### src/rtl/sub.sv
// ---------------------------------------------------------------------------
// sub -- registered unsigned subtractor with optional clamp-to-zero on borrow.
//
// One operation per cycle, fixed 1-cycle latency, no backpressure. All outputs
// come straight from flops, so there is no combinational path from a, b or
// in_valid to any output.
//
// Parameters
//   DATAWIDTH  operand/result width in bits (1..64)
//   SATURATE   0 = modular wrap-around, 1 = clamp diff to 0 when a < b
//
// Ports
//   Clk        rising-edge clock
//   Rst        synchronous active-high reset
//   a, b       unsigned minuend / subtrahend (DATAWIDTH bits)
//   in_valid   qualifies a/b for capture on this edge
//   diff       registered difference (held while in_valid is low)
//   borrow     registered borrow, 1 when a < b (held while in_valid is low)
//   zero       registered flag, 1 when the registered diff is 0
//   out_valid  1 for exactly the cycle after a captured in_valid
// ---------------------------------------------------------------------------
module sub #(
   parameter int unsigned DATAWIDTH = 2,
   parameter int unsigned SATURATE  = 0
) (
   input  logic                 Clk,
   input  logic                 Rst,
   input  logic [DATAWIDTH-1:0] a,
   input  logic [DATAWIDTH-1:0] b,
   input  logic                 in_valid,
   output logic [DATAWIDTH-1:0] diff,
   output logic                 borrow,
   output logic                 zero,
   output logic                 out_valid
);

   localparam int unsigned W = DATAWIDTH;

   logic [W:0]   full_c;
   logic         borrow_c;
   logic [W-1:0] diff_c;
   logic         zero_c;

   // Widen by one bit so the top bit of the difference is the borrow.
   always_comb begin
      full_c   = {1'b0, a} - {1'b0, b};
      borrow_c = full_c[W];
      diff_c   = full_c[W-1:0];
      if ((SATURATE != 0) && borrow_c) begin
         diff_c = '0;
      end
      // Zero reflects the final (post-clamp) result.
      zero_c   = (diff_c == '0);
   end

   // Result registers: reset wins over capture; idle cycles hold the result.
   always_ff @(posedge Clk) begin
      if (Rst) begin
         diff      <= '0;
         borrow    <= 1'b0;
         zero      <= 1'b1;
         out_valid <= 1'b0;
      end else if (in_valid) begin
         diff      <= diff_c;
         borrow    <= borrow_c;
         zero      <= zero_c;
         out_valid <= 1'b1;
      end else begin
         out_valid <= 1'b0;
      end
   end

endmodule

### config.mk
export PLATFORM = sky130hd
export DESIGN_NAME = sub
export DESIGN_NICKNAME = d
export VERILOG_FILES = /design/src/rtl/sub.sv
export SDC_FILE = /design/constraint.sdc
export NUM_CORES = 1
export LEC_CHECK = 0
export ABC_AREA = 1
export CAP_MARGIN = 20
export CORE_AREA = 4 4 41 43
export DETAILED_ROUTE_END_ITERATION = 10
export DIE_AREA = 0 0 45 47
export GPL_TIMING_DRIVEN = 0
export SLEW_MARGIN = 30
export SYNTH_ARGS = -nofsm -noshare
export SYNTH_HDL_FRONTEND = slang
export SYNTH_SLANG_ARGS = --single-unit
### constraint.sdc
create_clock -name Clk -period 4 [get_ports Clk]
set_clock_uncertainty 0.05 [all_clocks]
set_input_delay 1.2 -clock Clk [delete_from_list [all_inputs] [get_ports Clk]]
set_output_delay 1.2 -clock Clk [all_outputs]
set_load 0.1 [all_outputs]
* Word level (Yosys, flattened, before mapping)
Index checks and enable logic that the tools add are counted.
** Operators by class
- Mux-type cells :: 1
- Reductions and logical operators :: 1
- $add $sub $neg :: 1
** Operators by type and width (number)
- $sub 2x2->3 :: 1
- $logic_not 2->1 :: 1
- $mux 1 :: 1
** Storage, ports and cells
- Input bits :: 7
- Output and inout port bits :: 5
- Register bits :: 5

* Longest topological paths before layout
Gate-level depths: netlist of the first run.
- Depth after elaboration :: 2
- Depth in mapped cells :: 6

* Worst setup path after synthesis of the first run
Ideal clock, no wire load.
- Path kind :: in2reg
- From :: in a[0]
- To :: reg diff[1]
- Arrival time :: 2.021 ns
- Slack :: 1.810 ns
- Stages :: 6
- Path through :: inv_1 -> ha_1 -> fa_1 -> nand2_1 -> inv_1 -> nor2_1
** On the way
- Word-level cells in the longest chain between the ends :: 1
** Ends and longest elaborated chain
- from (decl) :: RTL line 28 : input logic [DATAWIDTH-1:0] a,
- $sub 2x2->3 :: RTL line 46 : full_c = {1'b0, a} - {1'b0, b};
- to (signal assigned) :: RTL line 64 : diff <= diff_c;
- to (decl) :: RTL line 31 : output logic [DATAWIDTH-1:0] diff,
Every way passes these cells.
A chain may end at the register's enable or synchronous reset.

* Worst setup path after layout of the first run
- From :: reg zero
- To :: out zero
** RTL lines
- from (decl) :: RTL line 33 : output logic zero,
- from (signal assigned) :: RTL line 66 : zero <= zero_c;
No word-level cell between the ends.

==> impl_metrics.json, run 1 <==
{
  "ir_drop_mv": 0.1991,
  "ant_nets": 0,
  "synth-seq-area-share_pct": 47.90,
  "die_width_um": 45,
  "cts-resized-gates": 0,
  "grt_pass1_vias": 223,
  "status": "completed",
  "yosysTopAreaCell": "dfxtp_1",
  "switching_share_pct": 36.30,
  "drt-initial-drc-count": 4,
  "crit_arrival_ps": 1710,
  "grt_max_degree": 8,
  "seqPwrFrac_pct": 32.9,
  "worstSetupPathType": "register to output pin",
  "min_period_over_period_pct": 74.06,
  "numPortBuffers": 11,
  "syn-num-nets": 35,
  "power.internal_mw": 0.1076,
  "syn-mean-instance-area_um2": 8.037,
  "slew_violations": 0,
  "p_comb_share_pct": 31.7,
  "cts-root-buf": "clkbuf_4",
  "cts.clk_slew.worst_paths_ps": 50,
  "routed_wl_um": 530,
  "gp_congestion": 0.6508,
  "finalCriticalPeriod_ps": 2962,
  "synth_area_leaders": "dfxtp_1 (48%), nor2_1 (11%), fa_1 (9.6%), inv_1 (9.0%), nand2_1 (7.2%)",
  "ctsHoldBuffers": 0,
  "crit_required_ps": 2750,
  "slew_headroom_pct": 35.28,
  "grt_pass1_wl_um": 986,
  "grt_overflow_total": 0,
  "ios": 12,
  "wl_per_cell_um": 9.464,
  "fmax_ghz": 0.3376,
  "crit_buf_inv": 1,
  "via_per_inst": 3.768,
  "coreArea_mm2": 0.001301,
  "drive_gt1_share_pct": 7.317,
  "crit_path_start_kind": "register",
  "crit_chain": "clkdlybuf4s50_1",
  "hpwl_um": 419.9,
  "tns_ps": 0,
  "crit_fanout": 2,
  "synth_edf_count": 0,
  "dieArea_mm2": 0.002115,
  "startpoint": "zero",
  "finalPower_mw": 0.1689,
  "synth_top_area_share_pct": 47.90,
  "start_util_pct": 16.06,
  "cpPeakStageDelay_ps": 1140,
  "cts_post_setup_buffers_inserted": 0,
  "rows": 13,
  "async_reset_ff_share_pct": 0,
  "clk_latency_ps": 240,
  "syn-cell-area_um2": 209.0,
  "cp_top_family": "buffers and inverters",
  "clockBufferDepth": 2,
  "vias": 211,
  "pwr_density_cell_mw_per_mm2": 464.0,
  "grt_use_total_pct": 7.601,
  "multiInputGateArea_um2": 90.09,
  "power_frac_clock_pct": 35.4,
  "fp.dieH_um": 47,
  "numCtsBuffers": 3,
  "drtPass1Iterations": 2,
  "netlist_top_cells_count": "nor2_1 (6), dfxtp_1 (5), inv_1 (5)",
  "cts_tree": "built",
  "cts_sinks": 5,
  "ys_ff_latch": 5,
  "register_area_um2": 100.1,
  "postSynthCellCount": 26,
  "hp-class": "register to register",
  "r2r_start": "diff[1]",
  "finalHoldViolations": 0,
  "syn_to_final_growth_pct": 74.25,
  "rsz0062_at_grt": "no",
  "layout.nets": 51,
  "synthFlopType": "dfxtp_1",
  "max_cap_viol_count": 0,
  "min_from": "diff[0]",
  "antenna_found_initial": 0,
  "fillCellCount": 149,
  "slowest_stage": "clkdlybuf4s50_1",
  "drc_errors": 0,
  "leakagePower_nw": 0.1728,
  "tightest_slew_ps": 967.7,
  "diodes": 0,
  "h-tree-depth": 1,
  "p_sw_mw": 0.06133,
  "ys_types": 8,
  "ys_warn_count": 0,
  "setup_viol": 0,
  "worstSetupEndpointType": "output pin",
  "synth_most_common_cell": "nor2_1"
}
sequential cells by signal (all words and copies together), names as in the netlist:
register,cells
borrow,1
diff,2
out_valid,1
zero,1
cells by family (layout without fill, tap and decap cells):
group                      after synthesis  count (layout)  synth area share, %
and+or+nand+nor                         12              12                22.75
adders and majority gates                2               2                15.57
DFF                                      5               5                47.91
AOI/OAI and AO/OA                        2               2                4.791
buffers and inverters                    5              20                8.983
layout make-up:
class                      instances  area share [%]
timing repair buffer              11           30.24
sequential                         5           27.49
multi-input combinational         16           24.74
clock buffer                       4           7.216
inverter                           5           5.155
tap                               15           5.155
layout by cell type (no fill, tap or decap), drive strengths merged:
| cell type | count |
|---|---|
| clkbuf | 4 |
| nand3 | 2 |
| nor2 | 6 |
| clkdlybuf4s50 | 11 |
| dfxtp | 5 |
| fa | 1 |
| o21ai | 2 |
| ha | 1 |
| nand2 | 4 |
| inv | 5 |
power by group through the flow:
stage	sequential [mW]	combinational, mW	clock [mW]
after CTS	0.0557	0.0540	0.0626
final	0.0556	0.0535	0.0598
after floorplan	0.0846	0.00873	0
after global routing	0.0561	0.0570	0.0680
after detailed placement	0.0565	0.0537	0
after global placement	0.0566	0.0528	0
worst paths after layout:
path	end	slack (ps)	depth (start not counted)
worst max-delay path	zero	1040	1
worst min-delay path	diff[0]	430	2
worst max register to register	diff[1]	3340	2
worst min register to register	diff[0]	430	2
metrics by stage:
stage / instance area [um2] / hold slack [ps] / utilization [%] / instances / setup WS (ps)
2_1_floorplan: 209.0 / 867.7 / - / 26 / 1810
3_3_place_gp: 337.8 / 420.1 / 25.96 / 52 / 1294
3_5_place_dp: 337.8 / 410.2 / 25.96 / 52 / 1258
4_1_cts: 364.1 / 433.1 / 27.98 / 56 / 1028
5_1_grt: 364.1 / 470.6 / 27.98 / 56 / 977.5
6_report: 364.1 / 427.9 / 27.98 / 56 / 1038
metal layers:
| metal | GRT usage, % | wire length (um) |
|---|---|---|
| met1 | 6.636 | 206 |
| met2 | 11.02 | 262 |
| met3 | 7.280 | 61 |
| met4 | 5.263 | 0 |
| met5 | 0 | 0 |
Power figures use the tool's default switching activity.
==> run 2, diff against run 1 <==
Clock period 4 ns to 3.1 ns, I/O delays scaled along.
==> results of run 2 <==
The final DEF is identical to that of run 1. Status: completed.
Main changes from that run: setup slack after placement 1258 ps -> 628.3 ps; setup slack after layout 1038 ps -> 407.8 ps; register-to-register setup slack 3340 ps -> 2440 ps; total power 0.1689 mW -> 0.2180 mW; worst IR drop on VDD 0.1991 mV -> 0.2569 mV
